<file path="src/rtl/measurement_sequencer_pkg.sv">
// Shared types and constants for the measurement sequencer: FSM states,
// the converter operand limit, lamp-test pattern and decimal-point width.
package measurement_sequencer_pkg;

    typedef enum logic [2:0] {
        S_IDLE,
        S_SCALE,
        S_CONVERT,
        S_WAIT,
        S_LATCH,
        S_HOLD
    } state_t;

    localparam logic [31:0] SCALE_LIMIT = 32'h0100_0000;
    localparam logic [31:0] LAMP_TEST   = 32'h8888_8888;
    localparam int          DP_W        = 8;

endpackage

</file>
<file path="src/rtl/measurement_sequencer_divide_by_ten_seq.sv">
// Sequential restoring divide-by-ten: one load clock, then one quotient bit
// per clock for 32 clocks; the remainder is discarded.
module divide_by_ten_seq (
    input  logic        clock,
    input  logic        reset,
    input  logic        load,
    input  logic [31:0] dividend,
    output logic        busy,
    output logic        done,
    output logic [31:0] quotient
);

    logic [31:0] shreg;
    logic [3:0]  rem;
    logic [5:0]  count;
    logic        active;
    logic [4:0]  trial;
    logic [3:0]  diff;

    // Dividend bits leave the top of shreg while quotient bits enter the bottom.
    assign trial = {rem, shreg[31]};
    assign diff  = trial[3:0] - 4'd10;

    always_ff @(posedge clock or posedge reset) begin
        if (reset) begin
            shreg  <= '0;
            rem    <= '0;
            count  <= '0;
            active <= 1'b0;
        end else if (load) begin
            shreg  <= dividend;
            rem    <= '0;
            count  <= '0;
            active <= 1'b1;
        end else if (active && count != 6'd32) begin
            if (trial >= 5'd10) begin
                rem   <= diff;
                shreg <= {shreg[30:0], 1'b1};
            end else begin
                rem   <= trial[3:0];
                shreg <= {shreg[30:0], 1'b0};
            end
            count <= count + 6'd1;
        end else if (done) begin
            active <= 1'b0;
        end
    end

    assign busy     = active;
    assign done     = active && (count == 6'd32);
    assign quotient = shreg;

endmodule

</file>
<file path="src/rtl/measurement_sequencer.sv">
// Takes frequency measurements, scales them by powers of ten into the 24-bit
// converter range, runs the BCD converter and paces display updates.
module measurement_sequencer
    import measurement_sequencer_pkg::*;
#(
    parameter int              DISPLAY_HOLD_CYCLES    = 1048576,
    parameter int              CONVERT_TIMEOUT_CYCLES = 1024,
    parameter logic [DP_W-1:0] DP_BASE                = 8'b01000000
) (
    input  logic            clock,
    input  logic            reset,
    input  logic            measurement_valid,
    input  logic [31:0]     measurement,
    output logic            bcd_start,
    output logic [23:0]     hex_to_convert,
    input  logic            bcd_done,
    input  logic [31:0]     bcd_in,
    output logic [31:0]     display_data,
    output logic [DP_W-1:0] dp,
    output logic            update_strobe,
    output logic            convert_error,
    output logic            busy,
    output state_t          debug_state
);

    localparam int TW = (CONVERT_TIMEOUT_CYCLES > 1) ? $clog2(CONVERT_TIMEOUT_CYCLES) : 1;
    localparam int HW = (DISPLAY_HOLD_CYCLES > 1) ? $clog2(DISPLAY_HOLD_CYCLES) : 1;
    localparam logic [TW-1:0] TO_LAST   = TW'(CONVERT_TIMEOUT_CYCLES - 1);
    localparam logic [HW-1:0] HOLD_LAST = HW'(DISPLAY_HOLD_CYCLES - 1);

    state_t        state, state_next;
    logic [1:0]    rst_sync;
    logic          rst_i;
    logic [31:0]   pending_val;
    logic          pending_flag;
    logic [31:0]   working;
    logic [1:0]    k;
    logic [TW-1:0] tcount;
    logic [HW-1:0] hcount;
    logic [31:0]   bcd_q;
    logic [31:0]   cur;
    logic          div_load, div_busy, div_done;
    logic [31:0]   div_q;

    // Assert immediately, release two clocks after reset drops.
    always_ff @(posedge clock or posedge reset) begin
        if (reset) rst_sync <= 2'b11;
        else       rst_sync <= {rst_sync[0], 1'b0};
    end
    assign rst_i = rst_sync[1];

    divide_by_ten_seq u_div (
        .clock    (clock),
        .reset    (rst_i),
        .load     (div_load),
        .dividend (cur),
        .busy     (div_busy),
        .done     (div_done),
        .quotient (div_q)
    );

    // Use the fresh quotient in its done cycle so each divide costs exactly 33 clocks.
    assign cur = div_done ? div_q : working;

    always_comb begin
        state_next = state;
        div_load   = 1'b0;
        case (state)
            S_IDLE:    if (pending_flag) state_next = S_SCALE;
            S_SCALE: begin
                if (!div_busy || div_done) begin
                    if (cur >= SCALE_LIMIT) div_load   = 1'b1;
                    else                    state_next = S_CONVERT;
                end
            end
            S_CONVERT: state_next = S_WAIT;
            S_WAIT: begin
                if (bcd_done)                state_next = S_LATCH;
                else if (tcount == TO_LAST)  state_next = S_HOLD;
            end
            S_LATCH:   state_next = S_HOLD;
            S_HOLD:    if (hcount == HOLD_LAST) state_next = S_IDLE;
            default:   state_next = S_IDLE;
        endcase
    end

    always_ff @(posedge clock or posedge rst_i) begin
        if (rst_i) begin
            state          <= S_IDLE;
            pending_val    <= '0;
            pending_flag   <= 1'b0;
            working        <= '0;
            k              <= '0;
            tcount         <= '0;
            hcount         <= '0;
            bcd_q          <= '0;
            bcd_start      <= 1'b0;
            hex_to_convert <= '0;
            display_data   <= LAMP_TEST;
            dp             <= '1;
            update_strobe  <= 1'b0;
            convert_error  <= 1'b0;
        end else begin
            state         <= state_next;
            bcd_start     <= 1'b0;
            update_strobe <= 1'b0;

            if (measurement_valid) pending_val <= measurement;
            // A pulse arriving in the consume cycle keeps the flag set.
            pending_flag <= measurement_valid | (pending_flag & (state != S_IDLE));

            if (state == S_IDLE && pending_flag) begin
                working <= pending_val;
                k       <= '0;
            end
            if (div_done) begin
                working <= div_q;
                k       <= k + 2'd1;
            end

            if (state == S_SCALE && state_next == S_CONVERT) begin
                hex_to_convert <= cur[23:0];
                bcd_start      <= 1'b1;
            end

            if (state == S_CONVERT) tcount <= '0;
            else if (state == S_WAIT && tcount != TO_LAST) tcount <= tcount + TW'(1);

            if (state == S_WAIT && bcd_done) bcd_q <= bcd_in;
            if (state == S_WAIT && !bcd_done && tcount == TO_LAST) convert_error <= 1'b1;

            if (state == S_LATCH) begin
                display_data  <= bcd_q;
                dp            <= DP_BASE >> k;
                update_strobe <= 1'b1;
                convert_error <= 1'b0;
            end

            if (state != S_HOLD && state_next == S_HOLD) hcount <= '0;
            else if (state == S_HOLD && hcount != HOLD_LAST) hcount <= hcount + HW'(1);
        end
    end

    assign busy        = (state != S_IDLE);
    assign debug_state = state;

endmodule
</file>
<file path="config.mk">
export PLATFORM = sky130hd
export DESIGN_NAME = measurement_sequencer
export DESIGN_NICKNAME = d
export VERILOG_FILES = /design/src/rtl/measurement_sequencer_pkg.sv /design/src/rtl/measurement_sequencer_divide_by_ten_seq.sv /design/src/rtl/measurement_sequencer.sv
export SDC_FILE = /design/constraint.sdc
export NUM_CORES = 1
export LEC_CHECK = 0
export CAP_MARGIN = 10
export CORE_ASPECT_RATIO = 1.75
export CORE_MARGIN = 4
export CORE_UTILIZATION = 55
export DETAILED_ROUTE_END_ITERATION = 16
export PLACE_DENSITY = 0.81
export SLEW_MARGIN = 30
export SYNTH_ARGS = -nofsm -noshare
export SYNTH_HDL_FRONTEND = slang
export SYNTH_SLANG_ARGS = --single-unit
</file>
<file path="constraint.sdc">
create_clock -name clock -period 8.1 [get_ports clock]
set_input_delay 1.215 -clock clock [delete_from_list [all_inputs] [get_ports clock]]
set_output_delay 1.215 -clock clock [all_outputs]
set_load 0.02 [all_outputs]
</file>
; After elaboration in Yosys (flattened, before gate mapping)
; Index checks and enable logic that the tools add are counted.
[op_classes]
add_sub_neg = 5
n_lt_le_gt_ge = 2
n_eq_ne = 15
n_shift = 1
n_mux = 34
n_bitwise = 2
reduce_logical = 22
[ops]
columns = operator, count
row1 = 2-to-1 mux 32 bit, 5
row2 = 2-to-1 mux 20 bit, 2
row3 = >= comparator 32 x 25 -> 1 bit (second input constant), 1
row4 = adder 20 x 1 -> 20 bit (second input constant), 1
row5 = equality test 20 bit (second input constant), 1
row6 = 2-to-1 mux 10 bit, 2
row7 = inequality test 20 bit (second input constant), 1
row8 = 2-to-1 mux 3 bit, 6
row9 = one-hot mux 3 bit (6 select lines), 1
row10 = 2-to-1 mux 4 bit, 3
row11 = 2-to-1 mux 6 bit, 2
row12 = nonzero test 2 bit, 6
row13 = 2-to-1 mux 1 bit, 11
row14 = adder 10 x 1 -> 10 bit (second input constant), 1
row15 = equality test 10 bit (second input constant), 1
row16 = logical AND 1 bit, 10
row17 = inequality test 10 bit (second input constant), 1
row18 = equality test 3 x 2 -> 1 bit (second input constant), 3
row19 = equality test 3 bit (second input constant), 3
row20 = right shift 7 x 2 -> 8 bit (first input constant), 1
row21 = adder 6 x 1 -> 6 bit (second input constant), 1
row22 = equality test 6 bit (second input constant), 1
row23 = inequality test 6 bit (second input constant), 1
row24 = >= comparator 5 x 4 -> 1 bit (second input constant), 1
row25 = 13 further kinds, 15
[totals]
regBits = 244
in_bits = 68
out_inout_bits = 71

; Longest topological paths before layout
[logic_depth]
word_depth = 10
mapped_depth = 8

; Modules after synthesis
; From an unflattened synthesis, not the netlist that was laid out.
[unflattened]
hier_cells = 1030
area_unflattened_um2 = 10905.5
[by_module_without_submodules]
columns = module, n_inst, cells_per_inst, area_per_inst_um2, seq_area_each_um2
row1 = measurement_sequencer, 1, 825, 8822.2, 4973.5
row2 = divide_by_ten_seq, 1, 205, 2083.2, 1076.0

; Least setup slack after synthesis
; Ideal clock, no wire load.
[synth_timing]
path_kind = reg-to-output
start = register state[0], in the netlist debug_state[0]
end = output port busy
arrival_time_ns = 1.041
required_time_ns = 6.885
slack_ns = 5.844
path_stages_with_launch = 4
n_path_buf = 1
path_cell_list = dfrtp_1 -> buf_2 -> nor3_1 -> inv_1
[synth_via]
elab_chain_cells = 1
[synth_rtl]
columns = item, line_no
row1 = start: declaration, measurement_sequencer.sv:31  ; state_t state, state_next;
row2 = start signal: assignment, measurement_sequencer.sv:104  ; state <= state_next;
row3 = nonzero test 3 bit, measurement_sequencer.sv:144  ; assign busy = (state != S_IDLE);
row4 = end: declaration, measurement_sequencer.sv:22  ; output logic busy,
; No other way between the ends.

; Worst setup path after layout
; Same ends and word-level chain as after synthesis.

==> impl_results.html <==
<table>
<tr><th>Metric</th><th>Value</th></tr>
<tr><th colspan="2">Setup path</th></tr>
<tr><td>Startpoint types</td><td>register</td></tr>
<tr><td>Cells along the critical path</td><td>nor3_1 &gt; inv_1 &gt; clkdlybuf4s50_1</td></tr>
<tr><td>Type of the worst setup path</td><td>reg2out</td></tr>
<tr><td>Maximum cell stage delay along the critical path</td><td>0.56 ns</td></tr>
<tr><td>Depth of the worst register-to-register path</td><td>7</td></tr>
<tr><td>Required time at the endpoint of the critical path</td><td>6.88 ns</td></tr>
<tr><td>Arrival time worst endpoint</td><td>2.08 ns</td></tr>
<tr><td>CP max stage cell</td><td>sky130_fd_sc_hd__clkdlybuf4s50_1</td></tr>
<tr><td>Reg2reg end</td><td>hex_to_convert[16]$_DFFE_PP0P_</td></tr>
<tr><td>Worst reg2reg path startpoint</td><td>u_div.count[0]$_DFFE_PP0P_</td></tr>
<tr><td>Reg-to-reg setup timing slack</td><td>5.17 ns</td></tr>
<tr><td>Critical Path End Type</td><td>output pin</td></tr>
<tr><td>Maximum fanout count along the critical path</td><td>13</td></tr>
<tr><th colspan="2">Power and ir drop</th></tr>
<tr><td>Static leakage power</td><td>5.55 nW</td></tr>
<tr><td>Power per cell area</td><td>211 nW/um^2</td></tr>
<tr><td>Maximum ir drop on the vdd rail</td><td>0.000179 V</td></tr>
<tr><td>Total power draw</td><td>0.00272 W</td></tr>
<tr><th colspan="2">Placed design</th></tr>
<tr><td>Buffers on Ports</td><td>138</td></tr>
<tr><td>Dpl hpwl</td><td>14.5 mm</td></tr>
<tr><td>Global placement routability congestion</td><td>0.770</td></tr>
<tr><th colspan="2">Floorplanning</th></tr>
<tr><td>Top Ports</td><td>139</td></tr>
<tr><td>Die Footprint</td><td>21,700 sq um</td></tr>
<tr><td>Floorplan row count</td><td>67</td></tr>
<tr><td>Initial cell density of the core</td><td>55.7%</td></tr>
<tr><td>Vertical extent of the die</td><td>192 microns</td></tr>
<tr><td>Width of the die</td><td>113 microns</td></tr>
<tr><td>Core area</td><td>19,100 sq um</td></tr>
<tr><th colspan="2">Clock tree</th></tr>
<tr><td>Quantity of gates resized following cts</td><td>0</td></tr>
<tr><td>CTS tree</td><td>built</td></tr>
<tr><td>Root buffer cell</td><td>sky130_fd_sc_hd__clkbuf_16</td></tr>
<tr><td>Quantity of hold-fixing buffers added after cts</td><td>0</td></tr>
<tr><td>Clock Pin Slew Worst Setup and Hold Paths</td><td>0.06 ns</td></tr>
<tr><td>CTS sink cnt</td><td>241</td></tr>
<tr><td>Setup fix buffers added after clock tree synthesis</td><td>0</td></tr>
<tr><td>Clk_lat worst skew</td><td>0.51 ns</td></tr>
<tr><td>Clock buffer count from CTS</td><td>23</td></tr>
<tr><td>Number of levels the H-tree was split into</td><td>1</td></tr>
<tr><td>Clk buf depth</td><td>3</td></tr>
<tr><th colspan="2">Min path</th></tr>
<tr><td>Hold Path Origin</td><td>rst_sync[0]$_DFF_PP1_</td></tr>
<tr><td>Worst min-delay path class</td><td>reg2reg</td></tr>
<tr><td>Worst hold stages</td><td>0</td></tr>
<tr><td>Hold worst-path end</td><td>rst_sync[1]$_DFF_PP1_</td></tr>
<tr><th colspan="2">Global route</th></tr>
<tr><td>Global-route wire length before repair</td><td>36.6 mm</td></tr>
<tr><td>Number of antenna violations at the first check in global routing</td><td>0</td></tr>
<tr><td>Overall overflow remaining after global route</td><td>0</td></tr>
<tr><td>All-layer global routing usage</td><td>20.4%</td></tr>
<tr><td>Largest net degree at the start of global routing</td><td>127</td></tr>
<tr><td>Vias in the first global route</td><td>7,571</td></tr>
<tr><th colspan="2">Timing</th></tr>
<tr><td>Tcrit/Tclk final</td><td>40.7%</td></tr>
<tr><td>Fmax</td><td>0.303 GHz</td></tr>
<tr><td>RSZ-0062 raised after global routing</td><td>false</td></tr>
<tr><td>Final hold violation count</td><td>0</td></tr>
<tr><td>Final min period</td><td>3.30 ns</td></tr>
<tr><td>Pins over their slew limit</td><td>0</td></tr>
<tr><td>Final Setup Violations</td><td>0</td></tr>
<tr><td>Slew HR</td><td>38.5%</td></tr>
<tr><td>Clk_skew</td><td>0.00985 ns</td></tr>
<tr><td>Actual transition at the worst max-transition pin</td><td>0.922 ns</td></tr>
<tr><td>Post-route setup TNS</td><td>0 ns</td></tr>
<tr><th colspan="2">Routing</th></tr>
<tr><td>Routed vias</td><td>7,232</td></tr>
<tr><td>Remaining antenna violation count</td><td>0</td></tr>
<tr><td>TritonRoute pass-1 iters</td><td>4</td></tr>
<tr><td>Number of vias per cell after detailed routing</td><td>5.68</td></tr>
<tr><td>Aggregate routed wire length</td><td>21.9 mm</td></tr>
<tr><td>Mean routed wirelength per cell</td><td>17.2 microns</td></tr>
<tr><td>Post-route DRC</td><td>0</td></tr>
<tr><td>Starting DRC count in detailed routing</td><td>374</td></tr>
<tr><th colspan="2">Flow run</th></tr>
<tr><td>Number of max-capacitance violations reported</td><td>0</td></tr>
<tr><th colspan="2">Logic synthesis</th></tr>
<tr><td>Sequential-to-total area share from yosys stat</td><td>56.8%</td></tr>
<tr><td>Number of instances in the synthesized netlist</td><td>900</td></tr>
<tr><td>Number of different library cells in the post-synthesis netlist</td><td>59</td></tr>
<tr><td>Most area-consuming cells after synthesis</td><td>sky130_fd_sc_hd__dfrtp_1 53%, sky130_fd_sc_hd__mux2_2 11%, sky130_fd_sc_hd__mux2i_1 8.1%</td></tr>
<tr><td>Flip-flop cell with the highest count after synthesis</td><td>sky130_fd_sc_hd__dfrtp_1</td></tr>
<tr><td>Number of flops mapped to enable cells by yosys</td><td>0</td></tr>
<tr><td>Yosys Warn Count</td><td>0</td></tr>
<tr><td>Synth Cell Area</td><td>10,600 sq um</td></tr>
<tr><td>Synth top area share</td><td>53.1%</td></tr>
<tr><td>Mean cell area of the mapped netlist</td><td>11.8 sq um</td></tr>
<tr><td>Yosys top cell by area</td><td>sky130_fd_sc_hd__dfrtp_1</td></tr>
<tr><td>Async S/R FF share, synth</td><td>100%</td></tr>
<tr><td>Number of register bits inferred by synthesis</td><td>241</td></tr>
<tr><td>Synthesized netlist net count</td><td>977</td></tr>
<tr><th colspan="2">Layout</th></tr>
<tr><td>Number of filler instances in the final layout</td><td>1,464</td></tr>
<tr><td>Sequential Area</td><td>6050 sq um</td></tr>
<tr><td>Antenna Diode Count</td><td>0</td></tr>
<tr><td>Final-stage net count</td><td>1,092</td></tr>
<tr><td>Area of the multi-input gates</td><td>4230 sq um</td></tr>
<tr><td>Share of cells above drive strength 1</td><td>17.2%</td></tr>
<tr><td>Synthesis-to-finish area growth</td><td>21.3%</td></tr>
<tr><th colspan="2">Outcome</th></tr>
<tr><td>Result of the run</td><td>complete, no violations</td></tr>
</table>
-- stage by stage --
step,cell area (sq um),instances,util [%],worst slack [ns],hold WS (ns)
final,12900,1273,67.6,4.80,0.355
after global routing,12900,1273,67.6,4.68,0.365
after CTS,12900,1272,67.5,4.79,0.356
after detailed placement,12100,1230,63.4,4.89,0.347
after global placement,12100,1230,63.3,4.99,0.347
after floorplan,10600,900,-,1.24,0.345
-- cells in the final DEF (no fill, tap or decap), types with 14 or more instances in the layout --
cell type and count:
sky130_fd_sc_hd__a21oi_1 14, sky130_fd_sc_hd__clkbuf_16 23, sky130_fd_sc_hd__clkdlybuf4s50_1 138, sky130_fd_sc_hd__dfrtp_1 226, sky130_fd_sc_hd__dfstp_2 15, sky130_fd_sc_hd__inv_1 19, sky130_fd_sc_hd__mux2_2 100, sky130_fd_sc_hd__mux2i_1 86
sky130_fd_sc_hd__nand2_1 82, sky130_fd_sc_hd__nor2_1 41, sky130_fd_sc_hd__o21ai_0 112, sky130_fd_sc_hd__xnor2_1 14
-- flip-flops by register name (all words and copies together), names as in the netlist, 2 cells and up --
register and flops:
bcd_q 32, debug_state 3, display_data 32, dp 5, hcount 20, hex_to_convert 24, k 2, pending_val 32
rst_sync 2, tcount 10, u_div.count 6, u_div.quotient 32, u_div.rem 4, working 32
-- worst max path at each step --
stage / startpoint / endpoint / slack (ns) / cells past startpoint
after floorplan: rst_sync[1]$_DFF_PP1_ / bcd_q[0]$_DFFE_PP0P_ / 1.24 / 1
after global placement: u_div.count[0]$_DFFE_PP0P_ / u_div.count[3]$_DFFE_PP0P_ / 4.99 / 7
after detailed placement: u_div.count[0]$_DFFE_PP0P_ / u_div.count[3]$_DFFE_PP0P_ / 4.89 / 7
after CTS: debug_state[0]$_DFF_PP0_ / busy / 4.79 / 3
after global routing: debug_state[0]$_DFF_PP0_ / busy / 4.68 / 3
final: debug_state[0]$_DFF_PP0_ / busy / 4.80 / 3
-- final cells by class --
type                            instances  area share (%)
Timing Repair Buffer                  148            11.4
Tap cell                              241            2.34
Multi-Input combinational cell        581            32.7
Sequential cell                       241            46.9
Clock buffer                           32            4.87
Inverter                               20           0.640
Clock inverter                         10            1.19
-- per-layer routing --
layer / up-vias / global-route usage (%) / wire, microns
met2: 176 / 38.1 / 11900
met5: - / 0 / 0
met4: 0 / 6.80 / 643
met3: 47 / 2.40 / 835
met1: 3588 / 24.1 / 8570
li1: 3421 / - / -
-- power by group --
part	internal (W)	leakage (nW)	total, W	switching, W
logic	0.000127	2.20	0.000241	0.000114
clock network	0.000672	0.387	0.00111	0.000443
registers	0.00129	2.96	0.00137	0.0000736
-- synth_stat cells (3+ instances only) --
| cell | count |
|---|---|
| sky130_fd_sc_hd__a21o_1 | 3 |
| sky130_fd_sc_hd__nand4b_1 | 3 |
| sky130_fd_sc_hd__ha_1 | 9 |
| sky130_fd_sc_hd__a31oi_1 | 4 |
| sky130_fd_sc_hd__and3_1 | 3 |
| sky130_fd_sc_hd__dfrtp_1 | 226 |
| sky130_fd_sc_hd__a2111oi_0 | 3 |
| sky130_fd_sc_hd__nand4_1 | 10 |
| sky130_fd_sc_hd__nor3_1 | 7 |
| sky130_fd_sc_hd__nor3b_1 | 3 |
| sky130_fd_sc_hd__o21ai_1 | 4 |
| sky130_fd_sc_hd__o31ai_1 | 8 |
| sky130_fd_sc_hd__or3_1 | 5 |
| sky130_fd_sc_hd__xor2_1 | 4 |
| sky130_fd_sc_hd__o21ai_0 | 112 |
| sky130_fd_sc_hd__nor4_1 | 9 |
| sky130_fd_sc_hd__xnor2_1 | 14 |
| sky130_fd_sc_hd__buf_4 | 9 |
| sky130_fd_sc_hd__nand2_1 | 82 |
| sky130_fd_sc_hd__inv_1 | 20 |
| sky130_fd_sc_hd__buf_6 | 4 |
| sky130_fd_sc_hd__nor2_1 | 41 |
| sky130_fd_sc_hd__nand3_1 | 12 |
| sky130_fd_sc_hd__a221oi_1 | 8 |
| sky130_fd_sc_hd__dfstp_2 | 15 |
| sky130_fd_sc_hd__clkbuf_1 | 28 |
| sky130_fd_sc_hd__buf_2 | 16 |
| sky130_fd_sc_hd__mux2i_1 | 86 |
| sky130_fd_sc_hd__mux2_2 | 100 |
| sky130_fd_sc_hd__a21oi_1 | 14 |
| sky130_fd_sc_hd__a31o_2 | 3 |
-- logic make-up after synthesis --
logic type                 share of synthesized area [%]
AOI/OAI and AO/OA                                   9.40
buffers and inverters                               3.63
adders and majority gates                           1.06
xor gates and xnor gates                            1.48
other                                             0.0352
and+or+nand+nor                                     8.92
DFF                                                 56.8
muxes                                               18.7
-- worst max-delay path: cells and delay by family (launching register included) --
kind,cells,cell delay [ns]
buf+inv,2,0.69
flops,1,0.54
simple gates,1,0.34
(Power assumes the default switching activity.)
==> patch, RTL diff (same flow settings) <==
The package constant `DP_W` goes from 8 to 9.
--- a/src/rtl/measurement_sequencer_pkg.sv
+++ b/src/rtl/measurement_sequencer_pkg.sv
@@ -13,7 +13,7 @@
 
     localparam logic [31:0] SCALE_LIMIT = 32'h0100_0000;
     localparam logic [31:0] LAMP_TEST   = 32'h8888_8888;
-    localparam int          DP_W        = 8;
+    localparam int          DP_W        = 9;
 
 endpackage
 
Interface: changed (resized dp); port bits go from 139 to 140. The function was not compared with the original's and may differ.
==> patch against the unedited design <==
Synthesized area decreased by 0.89%; critical path type unchanged; worst setup slack improved by 0.084 ns; synthesized cell count decreased by 1.3%; largest cell class unchanged; via count decreased by 2.9%; wire length increased by 1.4%; sequential cell count unchanged; design area decreased by 0.82%.
Power is not compared: it rests on default switching activity, and its combinational part moved more than twofold at a synthesized area within 25%.
==> patch: results (changes against the unedited design) <==
** Setup path
- The data arrival at the endpoint of the critical path was 2.00 ns (-0.08 ns).
- Max Fanout on Critical Path :: 10 (-3)
- The cell count of the worst reg-to-reg path was 8 (+1).
- The worst-case register-to-register setup slack was 5.09 ns (-0.08 ns).
- CP startpoint :: debug_state[1]$_DFF_PP0_
- Stage delay of the slowest cell on the critical path :: 0.62 ns (+0.06 ns)
- In this run the critical register-to-register path is captured at hex_to_convert[14]$_DFFE_PP0P_.

** Placement
- Placed wire-length estimate :: 14700 µm (+1.3%)
- The number of buffers added on ports was 139 (+0.72%).
- The final weighted congestion of routability-driven global placement came to 0.797 (+3.5%).
- Placed cell area :: 12100 µm² (-0.38%)

** Synth
- Net count after synthesis :: 965 (-1.2%)
- The register area share after synthesis came to 57.3% (+0.51 points).
- Most area-consuming cells after synthesis :: dfrtp_1, mux2_2, mux2i_1, nand2_1, dfstp_2
- Netlist cell types :: 55 (-6.8%)

** Timing
- Clk_skew :: 0.0116 ns (+0.00172 ns)
- Actual transition at the worst max-transition pin :: 0.881 ns (-0.0413 ns)

** Global route
- The global-route wire length before repair is 36900 µm (+0.98%).
- The initial antenna violation count came to 1 (+1).
- Number of global-route vias before repair :: 7534 (-0.49%)

** Cells and area
- Fill cell count :: 1361 (-7.0%)
- Number of nets at the end of the flow :: 1083 (-0.82%)

** Detailed routing
- Avg Vias per Cell :: 5.57 (-2.0%)
- The met1 routed wirelength after detailed routing is 8170 µm (-4.6%).
- Routed wire length per instance :: 17.6 µm (+2.3%)
- Initial DRT Pass Iterations :: 6 (+2)
- The detailed-routed wire length on met3 came to 1010 µm (+20%).

** Status
- The run finished with clean final reports.
[patch: cell types whose count changed after synthesis, sizes merged, moves of 9 or more]
cell   unedited run  this run
nand2            83       133
o21ai           118        75
mux2            100       124
mux2i            86        65
nand3            13        26
nor2             41        32
[patch: through the flow]
stage / util [%] / hold slack, ns / worst slack [ns]
final: 68.3 / 0.357 / 4.89
after global placement: 64.2 / 0.347 / 5.13
after detailed placement: 64.4 / 0.349 / 5.08
after global routing: 68.3 / 0.359 / 4.78
after CTS: 68.3 / 0.359 / 4.88
after floorplan: - / 0.345 / 1.24
[patch: worst max-delay path: cells and delay by family, from the launching register on]
kind	cells	cell delay (ns)
buffers and inverters	2	0.78
flip-flops	1	0.54
AND/OR/NAND/NOR	1	0.16
[patch: metal layers]
| metal | track usage, % | vias to the layer above |
|---|---|---|
| li1 | - | 3314 |
| met1 | 23.7 | 3522 |
| met2 | 39.1 | 141 |
| met3 | 3.58 | 47 |
| met4 | 7.31 | 0 |
| met5 | 0 | - |
[patch: how the worst min path moves through the flow]
stage	start	to	slack, ns	cells after the start
floorplan	rst_sync[0]$_DFF_PP1_	rst_sync[1]$_DFF_PP1_	0.35	0
global placement	rst_sync[0]$_DFF_PP1_	rst_sync[1]$_DFF_PP1_	0.35	0
detailed placement	rst_sync[0]$_DFF_PP1_	rst_sync[1]$_DFF_PP1_	0.35	0
CTS	rst_sync[0]$_DFF_PP1_	rst_sync[1]$_DFF_PP1_	0.36	0
global route	rst_sync[0]$_DFF_PP1_	rst_sync[1]$_DFF_PP1_	0.36	0
finish	rst_sync[0]$_DFF_PP1_	rst_sync[1]$_DFF_PP1_	0.36	0
[patch: cell families (layout without fill, tap and decap cells)]
group,after synthesis,after routing,synth area share (%)
multiplexers,189,189,19.4
other,1,2,0.0355
buffers and inverters,64,199,2.90
adder cells (fa/ha/maj),9,9,1.07
AO/OA/AOI/OAI,113,113,6.13
XOR/XNOR,24,24,1.99
flip-flops,241,241,57.3
AND/OR/NAND/NOR,247,247,11.1
[patch: power breakdown]
group          total [W]  switching (W)  internal (W)
Sequential       0.00181       0.000269       0.00154
Clock            0.00105       0.000456      0.000596
Combinational   0.000967       0.000483      0.000484
Total            0.00383        0.00121       0.00262
[patch: layout make-up]
| cell class | count | area, µm² | area share [%] |
|---|---|---|---|
| diodes | 1 | 2.50 | 0.0195 |
| clock buffers | 32 | 649 | 5.07 |
| clock inverters | 10 | 87.6 | 0.684 |
| inverters | 12 | 57.6 | 0.449 |
| multi-input cells | 583 | 4230 | 33.0 |
| flip-flops and latches | 241 | 6050 | 47.2 |
| well taps | 238 | 298 | 2.33 |
| repair buffers | 145 | 1440 | 11.2 |
